File: src/rtl/sr_latch_writer.sv
// Write-side driver for an external gated SR latch: sequences S/R/en with
// setup, enable pulse and hold, then verifies the synchronized Q/Qb readback.
module sr_latch_writer #(
    parameter int unsigned SETUP_CYC   = 1,
    parameter int unsigned PULSE_CYC   = 2,
    parameter int unsigned HOLD_CYC    = 1,
    parameter int unsigned SYNC_STAGES = 2
) (
    input  logic clk,
    input  logic rst_n,
    input  logic req_valid,
    input  logic req_op,
    output logic req_ready,
    output logic lat_S,
    output logic lat_R,
    output logic lat_en,
    input  logic lat_Q,
    input  logic lat_Qb,
    output logic busy,
    output logic done,
    output logic err,
    output logic stored_q,
    output logic stored_vld
);

    localparam int unsigned MAX_AB = (SETUP_CYC > PULSE_CYC) ? SETUP_CYC : PULSE_CYC;
    localparam int unsigned MAX_CD = (HOLD_CYC > SYNC_STAGES) ? HOLD_CYC : SYNC_STAGES;
    localparam int unsigned MAXC   = (MAX_AB > MAX_CD) ? MAX_AB : MAX_CD;
    localparam int unsigned CW     = (MAXC > 1) ? $clog2(MAXC) : 1;

    typedef enum logic [2:0] {
        IDLE,
        SETUP,
        PULSE,
        HOLD,
        SETTLE,
        CHECK
    } state_t;

    state_t          state;
    logic [CW-1:0]   cnt;
    logic            exp_q;
    logic [SYNC_STAGES-1:0] q_sync;
    logic [SYNC_STAGES-1:0] qb_sync;
    logic            sync_Q;
    logic            sync_Qb;
    logic            check_fail;

    always_ff @(posedge clk or negedge rst_n) begin
        if (!rst_n) begin
            q_sync  <= '0;
            qb_sync <= '0;
        end else begin
            q_sync  <= {q_sync[SYNC_STAGES-2:0], lat_Q};
            qb_sync <= {qb_sync[SYNC_STAGES-2:0], lat_Qb};
        end
    end

    assign sync_Q  = q_sync[SYNC_STAGES-1];
    assign sync_Qb = qb_sync[SYNC_STAGES-1];

    // Evaluated on the edge leaving SETTLE, so done/err/stored_* are registered
    // and land together in the CHECK cycle.
    assign check_fail = (sync_Q != exp_q) || (sync_Q == sync_Qb);

    always_ff @(posedge clk or negedge rst_n) begin
        if (!rst_n) begin
            state      <= IDLE;
            cnt        <= '0;
            exp_q      <= 1'b0;
            lat_S      <= 1'b0;
            lat_R      <= 1'b0;
            lat_en     <= 1'b0;
            req_ready  <= 1'b1;
            busy       <= 1'b0;
            done       <= 1'b0;
            err        <= 1'b0;
            stored_q   <= 1'b0;
            stored_vld <= 1'b0;
        end else begin
            done <= 1'b0;
            err  <= 1'b0;
            case (state)
                IDLE: begin
                    if (req_valid && req_ready) begin
                        state     <= SETUP;
                        exp_q     <= req_op;
                        lat_S     <= req_op;
                        lat_R     <= ~req_op;
                        lat_en    <= 1'b0;
                        cnt       <= CW'(SETUP_CYC - 1);
                        req_ready <= 1'b0;
                        busy      <= 1'b1;
                    end
                end
                SETUP: begin
                    if (cnt == '0) begin
                        state  <= PULSE;
                        lat_en <= 1'b1;
                        cnt    <= CW'(PULSE_CYC - 1);
                    end else begin
                        cnt <= cnt - 1'b1;
                    end
                end
                PULSE: begin
                    if (cnt == '0) begin
                        state  <= HOLD;
                        lat_en <= 1'b0;
                        cnt    <= CW'(HOLD_CYC - 1);
                    end else begin
                        cnt <= cnt - 1'b1;
                    end
                end
                HOLD: begin
                    if (cnt == '0) begin
                        state <= SETTLE;
                        lat_S <= 1'b0;
                        lat_R <= 1'b0;
                        cnt   <= CW'(SYNC_STAGES - 1);
                    end else begin
                        cnt <= cnt - 1'b1;
                    end
                end
                SETTLE: begin
                    if (cnt == '0) begin
                        state <= CHECK;
                        cnt   <= '0;
                        done  <= 1'b1;
                        err   <= check_fail;
                        if (check_fail) begin
                            stored_vld <= 1'b0;
                        end else begin
                            stored_q   <= exp_q;
                            stored_vld <= 1'b1;
                        end
                    end else begin
                        cnt <= cnt - 1'b1;
                    end
                end
                CHECK: begin
                    state     <= IDLE;
                    req_ready <= 1'b1;
                    busy      <= 1'b0;
                end
                default: begin
                    state     <= IDLE;
                    cnt       <= '0;
                    lat_S     <= 1'b0;
                    lat_R     <= 1'b0;
                    lat_en    <= 1'b0;
                    req_ready <= 1'b1;
                    busy      <= 1'b0;
                end
            endcase
        end
    end

endmodule

File: config.mk
export PLATFORM = sky130hd
export DESIGN_NAME = sr_latch_writer
export DESIGN_NICKNAME = d
export VERILOG_FILES = /design/src/rtl/sr_latch_writer.sv
export SDC_FILE = /design/constraint.sdc
export NUM_CORES = 1
export LEC_CHECK = 0
export BUFFER_PORTS_ARGS = -buffer_cell sky130_fd_sc_hd__buf_2
export CORE_ASPECT_RATIO = 0.7
export CORE_MARGIN = 1.5
export CORE_UTILIZATION = 25
export DETAILED_ROUTE_END_ITERATION = 16
export SLEW_MARGIN = 20
export SYNTH_ARGS = -nofsm -noshare
export SYNTH_HDL_FRONTEND = slang
export SYNTH_SLANG_ARGS = --single-unit
File: constraint.sdc
create_clock -name clk -period 1.8 [get_ports clk]
set_clock_uncertainty 0.2 [all_clocks]
set_input_delay 0.09 -clock clk [delete_from_list [all_inputs] [get_ports clk]]
set_output_delay 0.09 -clock clk [all_outputs]
set_load 0.01 [all_outputs]
==> metrics.md, run 1 <==
| Metric | Value |
|---|---|
| Status | `finished, final reports clean` |
| Gate Count Post-Synth | `66` |
| Synthesized area | `747 sq um` |
| Maximum ir drop on the vdd rail | `622 uV` |
| CP required | `1750 ps` |
| Largest net degree at the start of global routing | `19` |
| Worst skew pair latency | `250 ps` |
| RSZ-0062 raised after global routing | `no` |
| Clk slew on worst S/H paths | `60 ps` |
| Synth top area share | `0.570` |
| Post-Syn Nets | `72` |
| Tot Pwr | `1520 uW` |
| Final setup violation count | `0` |
| Share of layout cells above drive strength 1 | `0.307` |
| Final WS setup | `230 ps` |
| Mean routed wirelength per cell | `11.5 microns` |
| Setup Buffers After CTS | `0` |
| CORE AREA | `2820 sq um` |
| # nets final | `95` |
| Post-synth top area cell | `dfrtp_1` |
| Post-Route WL | `1430 microns` |
| Htree depth | `1` |
| Worst stage delay on the critical path | `450 ps` |
| Ys flop type | `dfrtp_1` |
| Arr. time, crit path | `1520 ps` |
| Die Ht | `48.7 microns` |
| Die Wd | `68.3 microns` |
| Via density per instance | `4.49` |
| GPL Wtd Cong | `0.827` |
| Slew @ Worst Pin | `461 ps` |
| Ports | `15` |
| Die ar. | `3330 sq um` |
| CTS buffer count | `3` |
| TritonRoute pass-1 iters | `4` |
| Total GRT Usage | `0.0940` |
| CTS tree | `done` |
| Via Count | `557` |
| Critical path peak fanout | `9` |
| Grt ovf | `0` |
| R2R depth | `4` |
| Share of the clock period used by the worst path | `0.872` |
| Clock sink count | `18` |
| Synth area leaders | `dfrtp_1 57%, dfstp_2 3.5%, a21oi_1 2.7%` |
| Setup WS pre-CTS | `245 ps` |
| HP Class | `in -> reg` |
| Number of max-cap violations | `0` |
| Final count of pins violating max slew | `0` |
| Fill cells | `286` |
| YS warnings | `0` |
| Power per Cell Area | `1570 nW/um^2` |
| Dpl cells | `116` |
| Post-DP HPWL | `1020 microns` |
| Flops & latches, synth | `18` |
| Headroom to the max-slew limit | `0.692` |
| Fin crit period | `1570 ps` |
| Starting DRC count in detailed routing | `4` |
| Vias in the first global route | `529` |
| Syn-to-layout area delta | `29.5%` |
| Max stage delay cell, worst path | `dfrtp_1` |
| Ant. Diodes | `0` |
| Crit Path Class | `reg -> reg` |
| Port Buffers | `14` |
| Hold depth | `3` |
| DRC viols | `0` |
| EDFF count, synth | `0` |
| WHS | `18.2 ps` |
| Post-route antenna net violation count | `0` |
| Post-synthesis cell type count | `30` |
| Site Rows | `16` |
| Clock Tree Buf Depth | `2` |
| Hold Vio Cnt, Final | `0` |
| Sequential element share of the synthesized area | `0.605` |
| First-pass GRT wire length | `2350 microns` |
| Async S/R FF share, synth | `1.00` |
| Critical Path, Cell by Cell | `buf_4, nor3b_1, a21oi_1, o32ai_1` |
| Startpoint types | `register` |
| Avg Inst Size Synth | `11.3 sq um` |
| Initial core utilization | `0.265` |
| Initial antenna violation count | `0` |
| Crit path capture type | `register` |
| CTS root buffer | `clkbuf_8` |
| Fmax | `637 MHz` |
| TNS Setup | `0 ps` |
| Post-cts sizing count | `0` |
| Final non-filler cell total | `124` |
| Leakage power | `0.000455 uW` |
-- registers in the layout, summed over array words and instances (netlist names) --
name and cells:
busy 1, cnt 1, done 1, err 1, exp_q 1, lat_R 1
lat_S 1, lat_en 1, q_sync 2, qb_sync 2, req_ready 1, state 3
stored_q 1, stored_vld 1
-- worst max-delay path: cells and delay by family, from the launching register on --
kind | cells | cell delay (ps)
simple gates | 1 | 410
flops | 1 | 450
buf+inv | 1 | 200
compound gates | 2 | 220
-- cells in the mapped netlist (2+ instances only) --
library cell and n:
nand2_1 5, a21oi_1 4, dfrtp_1 17, o21ai_0 4
nand3b_1 2, a31o_2 2, inv_1 2, nand2b_1 2
nor2_1 5, nor2b_1 2, clkbuf_1 2
-- placed cells by master (no fill, tap or decap), drive strengths merged --
cell type	n
dfrtp	17
buf	17
nor2	5
nand2	5
o21ai	5
a21oi	4
clkbuf	4
dlygate4sd3	4
nand2b	2
nand3b	2
nor2b	2
a31o	2
inv	2
or4b	1
clkinv	1
o211a	1
and3b	1
nor4	1
nor3b	1
o32ai	1
and3	1
a21o	1
o31ai	1
o22ai	1
a22o	1
o211ai	1
a211oi	1
o21bai	1
xnor2	1
dfstp	1
-- power by group --
part           leakage, uW  switching [uW]  internal [uW]
Clock            0.0000288             128            194
Sequential        0.000220             104            542
Combinational     0.000206             292            260
Total             0.000455             525            996
-- final cells by class --
| class | count | area, sq um | area share |
|---|---|---|---|
| repair buffers | 21 | 133 | 0.137 |
| well taps | 36 | 45.0 | 0.0466 |
| clock buffers | 4 | 55.1 | 0.0569 |
| multi-input cells | 42 | 270 | 0.279 |
| inverters | 3 | 12.5 | 0.0129 |
| flip-flops and latches | 18 | 452 | 0.467 |
-- worst paths after layout --
| path | startpoint | end | slack [ps] |
|---|---|---|---|
| max | state[2]$_DFFE_PN0P_ | lat_en$_DFFE_PN0P_ | 230 |
| min reg2reg | q_sync[0]$_DFF_PN0_ | q_sync[1]$_DFF_PN0_ | 150 |
| max reg2reg | state[2]$_DFFE_PN0P_ | lat_en$_DFFE_PN0P_ | 230 |
| min in group asynchronous | rst_n | cnt$_DFFE_PN0P_ | 90 |
| min | req_op | lat_R$_DFFE_PN0P_ | 20 |
| max in group asynchronous | rst_n | req_ready$_DFFE_PN1P_ | 1010 |
-- stage by stage --
step           area, sq um  utilization
2_1_floorplan          747            -
3_3_place_gp           872        0.309
6_report               967        0.343
4_1_cts                967        0.343
5_1_grt                967        0.343
3_5_place_dp           872        0.309
-- logic make-up (layout without fill, tap and decap cells) --
logic type | count (synthesis) | count (layout) | share of synthesized area
XOR/XNOR | 1 | 1 | 0.0117
flip-flops | 18 | 18 | 0.605
AND/OR/NAND/NOR | 21 | 21 | 0.161
buffers and inverters | 6 | 28 | 0.0335
AO/OA/AOI/OAI | 20 | 20 | 0.189
-- per-layer routing --
metal	up-vias	wire, microns	GRT usage
met5	-	0	0
met4	0	13	0.0267
met3	2	75	0.0442
met2	18	594	0.128
met1	259	747	0.133
li1	278	-	-
-- repair_timing --
item                                    CTS  global route
endpoints found under the setup margin    0             0
hold endpoints to repair                 21             0
hold buffers                              4             0
(Power assumes the default switching activity.)
==> run 2: changes to the inputs <==
- CTS_BUF_LIST: default -> sky130_fd_sc_hd__clkbuf_8
- MAX_ROUTING_LAYER: default -> met4
==> run 2 against run 1 <==
Net effect:
- first-iteration DRC count unchanged
- non-clock buffer count unchanged
- cell count unchanged
- highest routed layer unchanged
==> metrics.md, run 2 (synthesis results as in run 1) <==
| Metric | Value |
|---|---|
| WHS | `18.2 ps (about the same)` |
| Clock Tree Buf Depth | `2 (unchanged)` |
| Post-DP HPWL | `1020 microns (unchanged)` |
| Fin area | `967 sq um (unchanged)` |
| CTS tree | `done (unchanged)` |
| Number of buffers and inverters on the critical path | `1 (unchanged)` |
| # nets final | `95 (unchanged)` |
| Clk slew on worst S/H paths | `60 ps (about the same)` |
| Starting DRC count in detailed routing | `4 (unchanged)` |
| Delay-heaviest family, CP | `flip-flops (unchanged)` |
| Ant. Diodes | `0 (unchanged)` |
| Die Ht | `48.7 microns (unchanged)` |
| TNS Setup | `0 ps (unchanged)` |
| Share of the clock period used by the worst path | `0.872 (about the same)` |
| Clock sink count | `18 (unchanged)` |
| Post-Route WL | `1430 microns (unchanged)` |
| HP Class | `in -> reg (unchanged)` |
| Hold Vio Cnt, Final | `0 (unchanged)` |
| Setup crit start | `state[2]$_DFFE_PN0P_ (unchanged)` |
| Status | `finished, final reports clean (unchanged)` |
| Post-layout util | `0.343 (unchanged)` |
| Htree depth | `1 (unchanged)` |
| CTS buffer count | `3 (unchanged)` |
| Largest regs | `state: 3 flops, q_sync: 2 flops, qb_sync: 2 flops (unchanged)` |
| Fmax | `637 MHz (about the same)` |
| CP required | `1750 ps (about the same)` |
| Critical path peak fanout | `9 (unchanged)` |
| Power per Cell Area | `1570 nW/um^2 (about the same)` |
| Slew @ Worst Pin | `461 ps (about the same)` |
| Headroom to the max-slew limit | `0.692 (about the same)` |
| R2R depth | `4 (unchanged)` |
| Share of layout cells above drive strength 1 | `0.307 (unchanged)` |
| Site Rows | `16 (unchanged)` |
| Worst stage delay on the critical path | `450 ps (about the same)` |
| Via Count | `557 (unchanged)` |
| Critical Path Stages | `4 (unchanged)` |
| Crit Reg-Reg Startpoint | `state[2]$_DFFE_PN0P_ (unchanged)` |
| Hold depth | `3 (unchanged)` |
| Commonest non-fill, non-tap cell in the layout | `dfrtp_1 (unchanged)` |
| Worst skew pair latency | `250 ps (about the same)` |
| Crit Path Class | `reg -> reg (unchanged)` |
| Vias in the first global route | `529 (unchanged)` |
| Grt ovf | `0 (unchanged)` |
| Arr. time, crit path | `1520 ps (about the same)` |
| Critical Path, Cell by Cell | `buf_4, nor3b_1, a21oi_1, o32ai_1 (unchanged)` |
| Post-route antenna net violation count | `0 (unchanged)` |
| Via density per instance | `4.49 (unchanged)` |
| Top reg by flops | `state (unchanged)` |
| Placed cell areas | `872 sq um (unchanged)` |
| Port Buffers | `14 (unchanged)` |
| Final count of pins violating max slew | `0 (unchanged)` |
| Setup Buffers After CTS | `0 (unchanged)` |
| Max stage delay cell, worst path | `dfrtp_1 (unchanged)` |
| HP Start | `req_op (unchanged)` |
| Commonest non-fill, non-tap cells in the layout | `17 x dfrtp_1, 14 x buf_2, 5 x nor2_1, 5 x nand2_1 (unchanged)` |
| Die Wd | `68.3 microns (unchanged)` |
| Initial antenna violation count | `0 (unchanged)` |
| TritonRoute pass-1 iters | `4 (unchanged)` |
| Maximum ir drop on the vdd rail | `622 uV (about the same)` |
| Largest register FFs | `3 (unchanged)` |
| DRC viols | `0 (unchanged)` |
| Post-cts sizing count | `0 (unchanged)` |
| Leakage power | `0.000455 uW (unchanged)` |
| Number of max-cap violations | `0 (unchanged)` |
| Tot Pwr | `1520 uW (about the same)` |
| CORE AREA | `2820 sq um (unchanged)` |
| Multi-input combinational cell area | `270 sq um (unchanged)` |
| Syn-to-layout area delta | `29.5% (unchanged)` |
| First-pass GRT wire length | `2360 microns (was 2350 microns)` |
| GPL Wtd Cong | `0.840 (was 0.827)` |
| Total GRT Usage | `0.0966 (was 0.0940)` |
| Fin crit period | `1570 ps (about the same)` |
| Fill cells | `286 (unchanged)` |
| Die ar. | `3330 sq um (unchanged)` |
| CTS root buffer | `clkbuf_8 (unchanged)` |
| RSZ-0062 raised after global routing | `no (unchanged)` |
| Largest net degree at the start of global routing | `19 (unchanged)` |
| Ports | `15 (unchanged)` |
| Initial core utilization | `0.265 (unchanged)` |
| Crit path capture type | `register (unchanged)` |
| Sequential Area | `452 sq um (unchanged)` |
| Startpoint types | `register (unchanged)` |
| Final setup violation count | `0 (unchanged)` |
| Mean routed wirelength per cell | `11.5 microns (unchanged)` |
-- run 2: per-layer routing --
layer  global-route usage  vias to the layer above  part of all wire
li1                     -                      278                 -
met1                0.133                      259              0.52
met2                0.128                       18              0.42
met3               0.0442                        2             0.052
met4               0.0267                        0            0.0091
met5                    -                        -                 0
-- run 2: final timing paths --
| path | end | slack (ps) |
|---|---|---|
| worst max register to register | lat_en$_DFFE_PN0P_ | 230 |
| min in group asynchronous | cnt$_DFFE_PN0P_ | 90 |
| worst min-delay path | lat_R$_DFFE_PN0P_ | 20 |
| worst max-delay path | lat_en$_DFFE_PN0P_ | 230 |
| max in group asynchronous | req_ready$_DFFE_PN1P_ | 1010 |
| worst min register to register | q_sync[1]$_DFF_PN0_ | 150 |
-- run 2: tightest hold or removal path: stages --
cell and delay [ps]:
buf_2 90, nor4_1 50, a31o_2 200
-- run 2: cell type report --
class,instances,share of cell area
inverters,3,0.0129
multi-input cells,42,0.279
clock buffers,4,0.0569
well taps,36,0.0466
flip-flops and latches,18,0.467
repair buffers,21,0.137
-- run 2: timing repair --
| action | 4_1_cts | 5_1_grt |
|---|---|---|
| hold buffers | 4 | 0 |
| endpoints found under the hold margin | 21 | 0 |
| setup endpoints to repair | 0 | 0 |
-- run 2: through the flow --
stage	std cells	setup slack, ps
floorplan	66	321
global route	124	95.1
detailed placement	116	245
global placement	116	295
finish	124	230
CTS	124	236
-- run 2: report_power, final --
| group | internal [uW] | leakage (uW) | switching, uW | total (uW) |
|---|---|---|---|---|
| Clock | 194 | 0.0000288 | 128 | 322 |
| Combinational | 260 | 0.000206 | 292 | 552 |
| Sequential | 542 | 0.000220 | 104 | 646 |
